### src/rtl/systolic_pkg.sv
// Shared definitions for the systolic array input feeder and the PE side.
package systolic_pkg;

    localparam int DATA_W = 8;

    typedef enum logic [1:0] {
        IDLE,
        FEED,
        DONE
    } feeder_state_t;

    typedef logic signed [DATA_W-1:0] operand_t;

    // Index width that stays at least one bit wide for degenerate sizes.
    function automatic int clog2_min1(input int v);
        return (v > 1) ? $clog2(v) : 1;
    endfunction

endpackage

### src/rtl/systolic_feeder_skew_line.sv
// Per-lane delay chain carrying {valid, data}; DEPTH extra stages behind
// one output register, so total latency is DEPTH+1 clocks.
module skew_line
    import systolic_pkg::*;
#(
    parameter int DEPTH = 0
) (
    input  logic     clk,
    input  logic     reset,
    input  logic     i_valid,
    input  operand_t i_data,
    output logic     o_valid,
    output operand_t o_data
);

    logic     r_vld [DEPTH+1];
    operand_t r_dat [DEPTH+1];

    always_ff @(posedge clk) begin
        if (reset) begin
            for (int s = 0; s <= DEPTH; s++) begin
                r_vld[s] <= 1'b0;
                r_dat[s] <= '0;
            end
        end else begin
            r_vld[0] <= i_valid;
            r_dat[0] <= i_data;
            for (int s = 1; s <= DEPTH; s++) begin
                r_vld[s] <= r_vld[s-1];
                r_dat[s] <= r_dat[s-1];
            end
        end
    end

    assign o_valid = r_vld[DEPTH];
    assign o_data  = r_dat[DEPTH];

endmodule

### src/rtl/systolic_feeder.sv
// Tile buffer plus diagonal-skew launcher feeding the edge of the PE array.
// Define SYSTOLIC_FEEDER_DBUF_EN for ping-pong buffers that accept writes while busy.
module systolic_feeder
    import systolic_pkg::*;
#(
    parameter  int N      = 2,
    parameter  int K      = 4,
    localparam int LANE_W = clog2_min1(N),
    localparam int IDX_W  = clog2_min1(K)
) (
    input  logic                 clk,
    input  logic                 reset,
    input  logic                 wr_en,
    input  logic                 wr_sel,
    input  logic [LANE_W-1:0]    wr_lane,
    input  logic [IDX_W-1:0]     wr_idx,
    input  operand_t             wr_data,
    output logic                 wr_err,
    input  logic                 start,
    output logic                 ready,
    output logic                 busy,
    output logic                 done,
    output operand_t [N-1:0]     a_out,
    output operand_t [N-1:0]     b_out,
    output logic [N-1:0]         a_valid,
    output logic [N-1:0]         b_valid
);

    localparam int              CNT_W = clog2_min1(K + N);
    localparam logic [CNT_W-1:0] LAST = CNT_W'(K + N - 2);
`ifdef SYSTOLIC_FEEDER_DBUF_EN
    localparam int NBANK = 2;
`else
    localparam int NBANK = 1;
`endif

    feeder_state_t    r_state;
    feeder_state_t    w_state_next;
    logic [CNT_W-1:0] r_cnt;
    logic [CNT_W-1:0] w_step;
    logic             w_feed_valid;
    logic             r_done;
    logic             r_wr_err;
    logic             w_wr_in_range;
    logic             w_wr_ok;
    logic             w_wr_bank;
    logic             w_rd_bank;

    operand_t r_a_buf [NBANK][N][K];
    operand_t r_b_buf [NBANK][N][K];
    operand_t w_a_in  [N];
    operand_t w_b_in  [N];

    assign w_wr_in_range = (int'(wr_lane) < N) && (int'(wr_idx) < K);

`ifdef SYSTOLIC_FEEDER_DBUF_EN
    logic r_wbank;
    logic r_rbank;

    // The bank filled so far is launched and the other becomes the shadow.
    always_ff @(posedge clk) begin
        if (reset) begin
            r_wbank <= 1'b0;
            r_rbank <= 1'b0;
        end else if (r_state == IDLE && start) begin
            r_rbank <= r_wbank;
            r_wbank <= ~r_wbank;
        end
    end

    assign w_wr_ok   = wr_en && w_wr_in_range;
    assign w_wr_bank = r_wbank;
    assign w_rd_bank = (r_state == IDLE) ? r_wbank : r_rbank;
`else
    assign w_wr_ok   = wr_en && w_wr_in_range && (r_state == IDLE);
    assign w_wr_bank = 1'b0;
    assign w_rd_bank = 1'b0;
`endif

    always_ff @(posedge clk) begin
        if (reset) begin
            for (int b = 0; b < NBANK; b++) begin
                for (int i = 0; i < N; i++) begin
                    for (int k = 0; k < K; k++) begin
                        r_a_buf[b][i][k] <= '0;
                        r_b_buf[b][i][k] <= '0;
                    end
                end
            end
        end else if (w_wr_ok) begin
            for (int b = 0; b < NBANK; b++) begin
                for (int i = 0; i < N; i++) begin
                    for (int k = 0; k < K; k++) begin
                        if (w_wr_bank == 1'(b) && int'(wr_lane) == i && int'(wr_idx) == k) begin
                            if (wr_sel) begin
                                r_b_buf[b][i][k] <= wr_data;
                            end else begin
                                r_a_buf[b][i][k] <= wr_data;
                            end
                        end
                    end
                end
            end
        end
    end

    always_ff @(posedge clk) begin
        if (reset) begin
            r_state <= IDLE;
        end else begin
            r_state <= w_state_next;
        end
    end

    // w_step is the lock-step element index entering every skew line this edge.
    always_comb begin
        w_state_next = r_state;
        w_feed_valid = 1'b0;
        w_step       = '0;
        case (r_state)
            IDLE: begin
                if (start) begin
                    w_state_next = FEED;
                    w_feed_valid = 1'b1;
                end
            end
            FEED: begin
                w_step       = r_cnt + 1'b1;
                w_feed_valid = (int'(r_cnt) + 1) < K;
                if (r_cnt == LAST) begin
                    w_state_next = DONE;
                end
            end
            DONE: begin
                w_state_next = IDLE;
            end
            default: begin
                w_state_next = IDLE;
            end
        endcase
    end

    always_ff @(posedge clk) begin
        if (reset) begin
            r_cnt    <= '0;
            r_done   <= 1'b0;
            r_wr_err <= 1'b0;
        end else begin
            r_cnt    <= (r_state == FEED) ? r_cnt + 1'b1 : '0;
            r_done   <= (r_state == FEED) && (r_cnt == LAST);
            r_wr_err <= wr_en && !w_wr_ok;
        end
    end

    // Same-cycle write to the word being launched is forwarded straight in.
    always_comb begin
        for (int i = 0; i < N; i++) begin
            w_a_in[i] = '0;
            w_b_in[i] = '0;
            for (int b = 0; b < NBANK; b++) begin
                for (int k = 0; k < K; k++) begin
                    if (w_rd_bank == 1'(b) && int'(w_step) == k) begin
                        w_a_in[i] = r_a_buf[b][i][k];
                        w_b_in[i] = r_b_buf[b][i][k];
                    end
                end
            end
            if (w_wr_ok && w_wr_bank == w_rd_bank && int'(wr_idx) == int'(w_step)
                    && int'(wr_lane) == i) begin
                if (wr_sel) begin
                    w_b_in[i] = wr_data;
                end else begin
                    w_a_in[i] = wr_data;
                end
            end
            if (!w_feed_valid) begin
                w_a_in[i] = '0;
                w_b_in[i] = '0;
            end
        end
    end

    generate
        for (genvar gi = 0; gi < N; gi++) begin : g_lane
            skew_line #(.DEPTH(gi)) u_a_skew (
                .clk     (clk),
                .reset   (reset),
                .i_valid (w_feed_valid),
                .i_data  (w_a_in[gi]),
                .o_valid (a_valid[gi]),
                .o_data  (a_out[gi])
            );
            skew_line #(.DEPTH(gi)) u_b_skew (
                .clk     (clk),
                .reset   (reset),
                .i_valid (w_feed_valid),
                .i_data  (w_b_in[gi]),
                .o_valid (b_valid[gi]),
                .o_data  (b_out[gi])
            );
        end
    endgenerate

    assign ready  = (r_state == IDLE);
    assign busy   = (r_state != IDLE);
    assign done   = r_done;
    assign wr_err = r_wr_err;

endmodule

### config.mk
export PLATFORM = sky130hd
export DESIGN_NAME = systolic_feeder
export DESIGN_NICKNAME = d
export VERILOG_FILES = /design/src/rtl/systolic_pkg.sv /design/src/rtl/systolic_feeder_skew_line.sv /design/src/rtl/systolic_feeder.sv
export SDC_FILE = /design/constraint.sdc
export NUM_CORES = 1
export LEC_CHECK = 0
export BUFFER_PORTS_ARGS = -buffer_cell sky130_fd_sc_hd__buf_4
export CAP_MARGIN = 10
export CORE_ASPECT_RATIO = 2
export CORE_UTILIZATION = 40
export CTS_CLUSTER_DIAMETER = 60
export DETAILED_ROUTE_END_ITERATION = 12
export PLACE_DENSITY = 0.55
export REMOVE_ABC_BUFFERS = 1
export SETUP_SLACK_MARGIN = 0.5
export SLEW_MARGIN = 20
export SYNTH_ARGS = -nofsm -noshare
export SYNTH_HDL_FRONTEND = slang
export SYNTH_SLANG_ARGS = --single-unit
### constraint.sdc
create_clock -name clk -period 3.55 [get_ports clk]
set_input_delay 0.355 -clock clk [delete_from_list [all_inputs] [get_ports clk]]
set_output_delay 0.355 -clock clk [all_outputs]
set_load 0.005 [all_outputs]
==> results.env, run 1 <==
INITIAL_ANTENNA_VIOLATION_COUNT=0
GRT_START_MAX_NET_PINS=66
FINALWIRELENGTH_MM=21.09
DETAIL_ROUTE.FIRST_PASS.ITERATIONS=5
TRITONCTS.NUM_BUFFERS=17
GLOBALROUTEOVERFLOWTOTAL=0
FIRST_GLOBAL_VIAS=6010
DESIGN_AREA_UM2=9151
WORST_SKEW_PAIR.LATE_LATENCY_NS=0.45
PATH_CLK_SLEW_NS=0.07
POWER_DENSITY_nW_PER_UM2=484.3
WORST-PATH-MAX-FANOUT=16
SYNTH_FLOP_CELL='sky130_fd_sc_hd__dfxtp_1'
CHIP_WIDTH_UM=102.2
POSTCTSSETUPREPAIRBUFS=0
FILLERINSTANCES=1953
SYNTH.YOSYS.SEQ_AREA_SHARE_PCT=48.14
DIE_H_UM=202.3
FIRST_PASS_GRT_WIRE_LENGTH_MM=33.20
PRE_CTS_WS_NS=0.7740
SYN_AREA_UM2=8026
GRT_SETUP_UNREPAIRED='no'
SETUP_VIOL=0
LEAK_nW=3.239
CLK_ROOT_BUF='sky130_fd_sc_hd__clkbuf_16'
SYNTH.LIB_CELLS_USED.DISTINCT=46
FINAL.SETUP.TNS_NS=0
CP-END-KIND='flop'
STD_CELL_ROWS=73
DETAIL_ROUTE.DRC_VIOLATIONS=0
POST-ROUTE-WORST-SETUP-SLACK_NS=0.8036
CRITPATHREQUIREDTIME_NS=3.87
YS_WARN_COUNT=0
WORST-SETUP-PATH-TYPE='reg -> reg'
DRT_ITER0_MARKERS=389
DIODES=0
POWER_W=0.004432
TOTAL_NUMBER_OF_VIAS=6195
ROUTEDWLPERCELL_UM=18.06
WORSTSETUPSTARTPOINTTYPE='flop'
POST_DRT_VIA_CELL_RATIO=5.304
DETAILED_PLACE_HPWL_MM=13.60
ASYNCSETRESETFLOPFRACSYNTH_PCT=0
PLACED_AREA_UM2=8536
HOLD_VIOLATIONS=0
HP-CLASS='in -> reg'
CTS_TREE='built'
FINAL_MIN_PERIOD_OVER_CLOCK_PERIOD_PCT=77.36
FF_LATCH_COUNT_SYNTH=185
SYNTHESIS.AREA_PER_INSTANCE_UM2=9.029
DRTANTENNAVIOLNETS=0
RUN_STATUS='completed'
TIGHTEST_SLEW_NS=0.8799
CTS.HOLD.BUFFERS_ADDED=0
GP_CONGESTION=0.7870
SLEW_HEADROOM_PCT=41.16
CTS.SINK_COUNT=185
MAX-VDD-IR-DROP_mV=0.2739
TIMING_MAX_TRANSITION_VIOLATIONS_FINAL=0
FLOORPLAN.CORE_AREA_UM2=19730
HTREE_NUM_LEVELS=4
PORT_BUFFERS=55
POST-ROUTE-MIN-PERIOD_NS=2.746
DRV_CAP=0
TOP_LEVEL_PORTS=56
TOTAL_TRACK_USAGE_PCT=21.77
CLOCK_TREE.BUFFER_DEPTH=2
POST_CTS_RESIZED=0
DIE_AREA_UM2=20670
LAYOUT-DRIVE-GT1-SHARE_PCT=19.76
FINCLKSKEW_NS=0.009577
CP.ARRIVAL_NS=3.07
NETLIST_INSTANCES=889
AREA.GROWTH.SYNTH_TO_FINAL_PCT=14.01
SYNTH-EDFF-COUNT=16
MAX_CLOCK_FREQ_MHz=364.1
INITIAL_CORE_UTIL_PCT=40.68
LAYOUT.NETS=911
UTILIZATION_PCT=46.39
-- metal layers --
metal  share of wire [%]  vias up  global-route usage (%)
met5                   0        -                       0
met4                 3.3        0                   10.41
met3                 3.6       44                   4.080
met2                  54      148                   38.57
met1                  39     2924                   24.36
li1                    -     3079                       -
-- critical path: stages, from the launching register on --
cell	delay (ns)
sky130_fd_sc_hd__dfxtp_1	0.35
sky130_fd_sc_hd__inv_1	0.05
sky130_fd_sc_hd__ha_1	0.59
sky130_fd_sc_hd__inv_1	0.47
sky130_fd_sc_hd__o32ai_1	0.89
sky130_fd_sc_hd__a31o_2	0.21
sky130_fd_sc_hd__a21oi_1	0.06
-- sequential cells by signal, summed over array words and instances (netlist names), 2 cells and up --
register               cells
r_a_buf                   64
r_b_buf                   64
g_lane.u_a_skew.r_dat     24
g_lane.u_b_skew.r_dat     24
r_cnt                      3
r_state                    2
-- final timing paths --
kind	from	to	slack [ns]	cells after the start
worst max-delay path	r_cnt[1]$_SDFF_PP0_	g_lane[1].u_a_skew.r_dat[0][1]$_SDFF_PP0_	0.80	6
worst min-delay path	wr_en	wr_err$_SDFF_PP0_	0.21	2
worst max register to register	r_cnt[1]$_SDFF_PP0_	g_lane[1].u_a_skew.r_dat[0][1]$_SDFF_PP0_	0.80	6
worst min register to register	g_lane[1].u_b_skew.r_dat[0][1]$_SDFF_PP0_	g_lane[1].u_b_skew.r_dat[0][9]$_SDFF_PP0_	0.44	1
-- where the power goes --
part	total, W	switching, W	internal, W	leakage (nW)
Combinational	0.000291	0.000188	0.000103	1.41
Sequential	0.00216	0.0000175	0.00214	1.53
Clock	0.00198	0.000821	0.00116	0.293
Total	0.00443	0.00103	0.00341	3.24
-- logic make-up (layout without fill, tap and decap cells) --
kind of cell,count (synthesis),after routing,share of synthesized area (%)
adder cells (fa/ha/maj),2,2,0.3117
buffers and inverters,110,127,6.516
AO/OA/AOI/OAI,189,189,15.39
flip-flops,185,185,48.14
AND/OR/NAND/NOR,377,377,24.94
XOR/XNOR,2,2,0.2183
multiplexers,24,24,4.490
-- area by class of cell --
class,count,area [um^2],area share [%]
Multi-Input combinational cell,594,3660,39.99
Inverter,11,41.29,0.4512
Clock inverter,10,141.4,1.545
Sequential cell,185,3864,42.22
Clock buffer,22,474.2,5.182
Tap cell,262,327.8,3.582
Timing Repair Buffer,84,643.1,7.028
-- cell usage after synthesis, types with 7 or more instances --
master,number,area (um^2)
sky130_fd_sc_hd__dfxtp_1,169,3383
sky130_fd_sc_hd__nand2_1,133,499.2
sky130_fd_sc_hd__clkbuf_1,73,274.0
sky130_fd_sc_hd__nand2b_1,73,456.7
sky130_fd_sc_hd__o21ai_0,63,315.3
sky130_fd_sc_hd__nor2b_1,42,262.8
sky130_fd_sc_hd__a21oi_1,39,195.2
sky130_fd_sc_hd__nand3_1,35,175.2
sky130_fd_sc_hd__mux2_4,24,360.4
sky130_fd_sc_hd__a31o_2,23,201.4
sky130_fd_sc_hd__a222oi_1,22,220.2
sky130_fd_sc_hd__buf_4,21,157.7
sky130_fd_sc_hd__nor2_1,18,67.56
sky130_fd_sc_hd__and2_1,17,106.4
sky130_fd_sc_hd__edfxtp_1,16,480.5
sky130_fd_sc_hd__nor3_1,13,65.06
sky130_fd_sc_hd__inv_1,11,41.29
sky130_fd_sc_hd__nand4_1,11,68.82
sky130_fd_sc_hd__nor4_1,9,56.30
sky130_fd_sc_hd__nor4_2,9,112.6
sky130_fd_sc_hd__o22ai_1,9,56.30
sky130_fd_sc_hd__o21ai_1,7,35.03
-- stage by stage --
step / hold WS, ns / instances
6_report: 0.2144 / 1168
2_1_floorplan: 0.4138 / 790
3_5_place_dp: 0.4243 / 1136
4_1_cts: 0.2012 / 1168
5_1_grt: 0.2046 / 1168
3_3_place_gp: 0.4161 / 1136
-- cells in the final DEF, fill, tap and decap left out, types with 22 or more instances in the layout --
cell type	netlist	final
sky130_fd_sc_hd__mux2_4	24	24
sky130_fd_sc_hd__a21oi_1	39	39
sky130_fd_sc_hd__nand2_1	133	133
sky130_fd_sc_hd__a31o_2	23	23
sky130_fd_sc_hd__nand3_1	35	35
sky130_fd_sc_hd__a222oi_1	22	22
sky130_fd_sc_hd__dfxtp_1	169	169
sky130_fd_sc_hd__nand2b_1	73	73
sky130_fd_sc_hd__buf_4	21	83
sky130_fd_sc_hd__o21ai_0	63	63
sky130_fd_sc_hd__nor2b_1	42	42
(Power assumes the default switching activity.)
==> inputs of run 2 (changes only) <==
==> constraint.sdc (replaced) <==
create_clock -name clk -period 2.7 [get_ports clk]
set_input_delay 0.27 -clock clk [delete_from_list [all_inputs] [get_ports clk]]
set_output_delay 0.27 -clock clk [all_outputs]
set_load 0.005 [all_outputs]
==> run 2 against run 1 <==
  * Combinational power rose by 41%
  * Largest cell class unchanged
  * Fmax rose by 29%
  * Worst hold slack got worse by 0.066 ns
  * Sequential cell count did not move
  * Register-to-register slack got worse by 0.23 ns
==> results.env, run 2 (synthesis gave the netlist of run 1 again) <==
RUN_STATUS='completed'
DETAILED_PLACE_HPWL_MM=13.87
CRITPATHREQUIREDTIME_NS=3.07
PWR-SHARE-SEQ_PCT=49.5
MAX_CLOCK_FREQ_MHz=469.4
FINAL.SETUP.TNS_NS=0
UTILIZATION_PCT=47.10
SLEW_HEADROOM_PCT=37.80
DRTANTENNAVIOLNETS=0
SWITCHING_PART_OF_THE_TOTAL_POWER_PCT=24.37
DESIGN_AREA_UM2=9291
CP-END-KIND='flop'
WORST-PATH-MAX-FANOUT=11
PLACED_AREA_UM2=8578
CTS.SINK_COUNT=185
MAX_STAGE_DELAY_NS=0.71
GRT_START_MAX_NET_PINS=140
PATH_CLK_SLEW_NS=0.07
FINCLKSKEW_NS=0.008383
PRE_CTS_WS_NS=0.4305
INTERNAL_POWER_W=0.004334
HTREE_NUM_LEVELS=4
GP_CONGESTION=0.7655
CRITICAL-PATH-TOP-DELAY-FAMILY='simple AND/OR/NAND/NOR gates'
POWER_DENSITY_nW_PER_UM2=616.8
POST-ROUTE-MIN-PERIOD_NS=2.130
PART_OF_THE_POWER_IN_COMBINATIONAL_LOGIC_PCT=7.2
GLOBALROUTEOVERFLOWTOTAL=0
INITIAL_ANTENNA_VIOLATION_COUNT=0
WORST-SETUP-PATH-TYPE='reg -> reg'
BIGGESTREGSBYFLOPS='r_a_buf x64, r_b_buf x64'
POWER.SWITCHING_W=0.001397
AREA.GROWTH.SYNTH_TO_FINAL_PCT=15.76
ROUTEDWLPERCELL_UM=18.18
LEAK_nW=3.312
DIE_AREA_UM2=20670
STD_CELL_ROWS=73
INITIAL_CORE_UTIL_PCT=40.68
POST_DRT_VIA_CELL_RATIO=5.368
FLOORPLAN.CORE_AREA_UM2=19730
HOLD_DEPTH=2
CP.ARRIVAL_NS=2.50
WORST_SKEW_PAIR.LATE_LATENCY_NS=0.44
LAYOUT_COMMON_CELLS='168 x sky130_fd_sc_hd__dfxtp_1, 132 x sky130_fd_sc_hd__nand2_1, 87 x sky130_fd_sc_hd__buf_4, 72 x sky130_fd_sc_hd__nand2b_1, 63 x sky130_fd_sc_hd__o21ai_0'
WORSTSETUPSTARTPOINTTYPE='flop'
CTS_TREE='built'
FIRST_PASS_GRT_WIRE_LENGTH_MM=34.44
TOP_LEVEL_PORTS=56
WORSTSETUPPATHDEPTH=5
PORT_BUFFERS=55
HOLD_VIOLATIONS=0
FINAL_MIN_PERIOD_OVER_CLOCK_PERIOD_PCT=78.90
DETAIL_ROUTE.DRC_VIOLATIONS=0
TOTAL_NUMBER_OF_VIAS=6318
DETAIL_ROUTE.FIRST_PASS.ITERATIONS=6
FINALWIRELENGTH_MM=21.40
POWER.SHARE.CLOCK_PCT=43.3
DIODES=0
CRIT_SLOWEST_CELL='sky130_fd_sc_hd__or4b_1'
POST-ROUTE-WORST-SETUP-SLACK_NS=0.5697
SETUP_VIOL=0
WORSTPATHCELLLIST='or4b_1, nor2_1, buf_4, a222oi_1, a21oi_1'
DRT_ITER0_MARKERS=335
TIGHTEST_SLEW_NS=0.9323
HP-CLASS='in -> reg'
LAYOUT.NETS=920
BUFS_AND_INVS_ON_WORST_PATH=1
FIN_WORST_HOLD_SLACK_NS=0.1480
FIRST_GLOBAL_VIAS=6211
TOTAL_TRACK_USAGE_PCT=22.30
DRV_CAP=0
TRITONCTS.NUM_BUFFERS=17
LAYOUT-DRIVE-GT1-SHARE_PCT=22.40
TIMING_MAX_TRANSITION_VIOLATIONS_FINAL=0
GRT_SETUP_UNREPAIRED='yes'
MAX-VDD-IR-DROP_mV=0.3791
COMMONEST_NON_FILL_NON_TAP_CELL_IN_THE_LAYOUT='sky130_fd_sc_hd__dfxtp_1'
DIE_H_UM=202.3
CLOCK_TREE.BUFFER_DEPTH=2
REG2REG_DEPTH=5
CLK_ROOT_BUF='sky130_fd_sc_hd__clkbuf_16'
CHIP_WIDTH_UM=102.2
==> run 2: final timing paths <==
path,slack (ns),startpoint,to
max,0.57,r_state[0]$_SDFFE_PP0P_,g_lane[1].u_a_skew.r_dat[0][3]$_SDFF_PP0_
min,0.15,wr_en,wr_err$_SDFF_PP0_
max reg2reg,0.57,r_state[0]$_SDFFE_PP0P_,g_lane[1].u_a_skew.r_dat[0][3]$_SDFF_PP0_
min reg2reg,0.43,g_lane[1].u_a_skew.r_dat[0][3]$_SDFF_PP0_,g_lane[1].u_a_skew.r_dat[0][11]$_SDFF_PP0_
==> run 2: through the flow <==
step	total power, W	cells
2_1_floorplan	0.003058	790
3_3_place_gp	0.003290	1140
3_5_place_dp	0.003290	1140
4_1_cts	0.005770	1173
5_1_grt	0.005940	1177
6_report	0.005731	1177
==> run 2: metal layers <==
| metal | vias up | wire [um] | GRT usage [%] |
|---|---|---|---|
| met5 | - | 0 | 0 |
| met4 | 0 | 369 | 9.337 |
| met3 | 22 | 704 | 4.046 |
| met2 | 129 | 11730 | 39.19 |
| met1 | 3057 | 8600 | 25.88 |
| li1 | 3110 | - | - |
==> run 2: layout make-up <==
class                      count  area (um^2)
fill                        2011        10440
sequential                   185         3865
multi-input combinational    594         3730
timing repair buffer          93        747.0
clock buffer                  17        425.4
tap                          262        327.8
clock inverter                15        151.4
inverter                      11        45.04
==> run 2: power groups by stage <==
| stage | clock network (W) | registers (W) | logic (W) |
|---|---|---|---|
| 2_1_floorplan | 0 | 0.00290 | 0.000162 |
| 3_3_place_gp | 0 | 0.00290 | 0.000392 |
| 3_5_place_dp | 0 | 0.00290 | 0.000393 |
| 4_1_cts | 0.00254 | 0.00284 | 0.000397 |
| 5_1_grt | 0.00265 | 0.00284 | 0.000446 |
| 6_report | 0.00248 | 0.00284 | 0.000411 |
==> run 2: what timing repair did <==
item	4_1_cts	5_1_grt
pin swaps	0	1
buffers inserted	1	4
hold buffers	0	0
resized for setup	7	22
gates cloned	0	0
endpoints found under the setup margin	33	47
==> inputs of run 3 (changes only) <==
==> constraint.sdc (replaced) <==
create_clock -name clk -period 2.2 [get_ports clk]
set_input_delay 0.22 -clock clk [delete_from_list [all_inputs] [get_ports clk]]
set_output_delay 0.22 -clock clk [all_outputs]
set_load 0.005 [all_outputs]
==> run 3 against run 2 <==
  * Clock skew grew 0.0070 ns
  * Non-clock buffer count grew 59
  * Cell area grew 18%
  * Combinational power grew 84%
  * Cell count grew 5.0%
  * Register-to-register slack lost 0.31 ns
  * First-iteration DRC count grew 16%
  * Die area is the same
  * Wire length grew 19%
  * Sequential cell count is the same
  * Clock-buffer cell count grew 4
  * Sequential power grew 23%
  * Critical path type unchanged
==> results.env, run 3 (synthesis gave the netlist of run 1 again) <==
DETAIL_ROUTE.FIRST_PASS.ITERATIONS=8
DIE_H_UM=202.3
CP.ARRIVAL_NS=2.28
DETAIL_ROUTE.DRC_VIOLATIONS=0
POWER_DENSITY_nW_PER_UM2=673.9
CTS.HOLD.BUFFERS_ADDED=0
CRIT_SLOWEST_CELL='sky130_fd_sc_hd__or4b_4'
WORSTPATHCELLLIST='or4b_4, or3_4, or2_4, mux2_4'
MAX-VDD-IR-DROP_mV=0.4732
DIE_AREA_UM2=20670
FIRST_GLOBAL_VIAS=6481
FINALNONFILLERCELLS=1236
CHIP_WIDTH_UM=102.2
FLOORPLAN.CORE_AREA_UM2=19730
NUMPLACEDINSTANCES=1158
LAYOUT-DRIVE-GT1-SHARE_PCT=36.96
GP_CONGESTION=0.8114
TOTAL_NUMBER_OF_VIAS=6816
FINAL_MIN_PERIOD_OVER_CLOCK_PERIOD_PCT=88.23
FIN_WORST_HOLD_SLACK_NS=0.1608
LEAK_nW=3.843
PORT_BUFFERS=55
BIGGESTREGSBYFLOPS='r_a_buf x64, r_b_buf x64'
PATH_CLK_SLEW_NS=0.07
FINCLKSKEW_NS=0.01543
DRV_CAP=0
AREA.GROWTH.SYNTH_TO_FINAL_PCT=36.59
PRE_CTS_WS_NS=0.07678
ROUTEDWLPERCELL_UM=20.55
DETAILED_PLACE_HPWL_MM=14.30
TOTAL_TRACK_USAGE_PCT=24.51
WORST-SETUP-PATH-TYPE='reg -> reg'
SEQ_AREA_UM2=3875
SETUP_VIOL=0
HTREE_NUM_LEVELS=4
SLEW_HEADROOM_PCT=66.76
FINALWIRELENGTH_MM=25.40
LAYOUT_COMMON_CELLS='164 x sky130_fd_sc_hd__dfxtp_1, 125 x sky130_fd_sc_hd__nand2_1, 94 x sky130_fd_sc_hd__buf_4, 71 x sky130_fd_sc_hd__nand2b_1, 62 x sky130_fd_sc_hd__o21ai_0'
DRTANTENNAVIOLNETS=0
CTS_TREE='built'
CP-END-KIND='flop'
CLOCK_TREE.BUFFER_DEPTH=2
TIMING_MAX_TRANSITION_VIOLATIONS_FINAL=0
COMMONEST_NON_FILL_NON_TAP_CELL_IN_THE_LAYOUT='sky130_fd_sc_hd__dfxtp_1'
CLK_ROOT_BUF='sky130_fd_sc_hd__clkbuf_16'
HP-CLASS='in -> reg'
INITIAL_ANTENNA_VIOLATION_COUNT=0
DIODES=0
LAYOUT.NETS=980
POST_DRT_VIA_CELL_RATIO=5.515
DRT_ITER0_MARKERS=387
GRT_SETUP_UNREPAIRED='yes'
CTS.SINK_COUNT=185
TOP_LEVEL_PORTS=56
FIRST_PASS_GRT_WIRE_LENGTH_MM=37.05
STD_CELL_ROWS=73
WORST_SKEW_PAIR.LATE_LATENCY_NS=0.46
HOLD_VIOLATIONS=0
WORSTSETUPSTARTPOINTTYPE='flop'
POST-ROUTE-MIN-PERIOD_NS=1.941
CRITPATHREQUIREDTIME_NS=2.54
WORST-PATH-MAX-FANOUT=8
MAX_STAGE_DELAY_NS=0.53
GLOBALROUTEOVERFLOWTOTAL=0
RUN_STATUS='completed'
POST-ROUTE-WORST-SETUP-SLACK_NS=0.2590
TIGHTEST_SLEW_NS=0.4986
TRITONCTS.NUM_BUFFERS=17
POWER_W=0.007388
INITIAL_CORE_UTIL_PCT=40.68
MULTI_INPUT_COMB_AREA_UM2=4604
FILLERINSTANCES=1765
GRT_START_MAX_NET_PINS=94
MAX_CLOCK_FREQ_MHz=515.2
[run 3: cell types whose count changed in the layout (fill, tap and decap cells not counted), moves of 7 or more]
cell,delta
sky130_fd_sc_hd__nand3_1,-17
sky130_fd_sc_hd__a21oi_2,+27
sky130_fd_sc_hd__nand3_2,+16
sky130_fd_sc_hd__a31o_4,+15
sky130_fd_sc_hd__buf_4,+7
sky130_fd_sc_hd__a31o_2,-15
sky130_fd_sc_hd__nor4_4,+12
sky130_fd_sc_hd__a21oi_1,-27
sky130_fd_sc_hd__buf_6,+38
sky130_fd_sc_hd__nand2_1,-7
[run 3: cell type report]
cell class / count / share of cell area [%]
multi-input cells: 595 / 42.00
flip-flops and latches: 185 / 35.35
repair buffers: 152 / 13.78
clock buffers: 21 / 4.109
well taps: 262 / 2.990
clock inverters: 10 / 1.324
inverters: 11 / 0.4565
[run 3: path summary, 6_finish.rpt]
check	start	endpoint	slack, ns	cells after the start
min	wr_data[7]	r_b_buf[0][47]$_SDFFE_PP0P_	0.16	3
max reg2reg	r_state[0]$_SDFFE_PP0P_	r_b_buf[0][11]$_SDFFE_PP0P_	0.26	4
min reg2reg	g_lane[1].u_a_skew.r_dat[0][6]$_SDFF_PP0_	g_lane[1].u_a_skew.r_dat[0][14]$_SDFF_PP0_	0.43	1
max	r_state[0]$_SDFFE_PP0P_	r_b_buf[0][11]$_SDFFE_PP0P_	0.26	4
[run 3: where the power goes]
part | internal, W | total, W | switching (W)
Combinational | 0.000318 | 0.000758 | 0.000440
Clock | 0.00182 | 0.00315 | 0.00133
Sequential | 0.00345 | 0.00348 | 0.0000313
[run 3: timing repair]
action                     4_1_cts  5_1_grt
setup endpoints to repair      164      177
buffers inserted                24        7
cloned                           6       10
gates resized for setup        176      101
pin swaps                       71       30
[run 3: critical path: cells and delay by family, from the launching register on]
kind / cells / cell delay [ns]
flops: 1 / 0.32
mux: 1 / 0.31
simple gates: 3 / 1.21
[run 3: routing by layer]
metal	vias up	GRT usage (%)	wire, um	share of wire, %
met2	212	42.91	13800	54
met1	3286	26.15	9086	36
met3	83	4.357	946	3.7
met5	-	0	0	0
li1	3235	-	-	-
met4	0	16.17	1562	6.2
[run 3: stage by stage]
stage	TNS (ns)	utilization (%)	instance area [um^2]
floorplan	-55.56	-	7545
global placement	0	44.17	8713
detailed placement	0	44.17	8713
CTS	0	52.70	10400
global route	0	55.57	10960
finish	0	55.57	10960
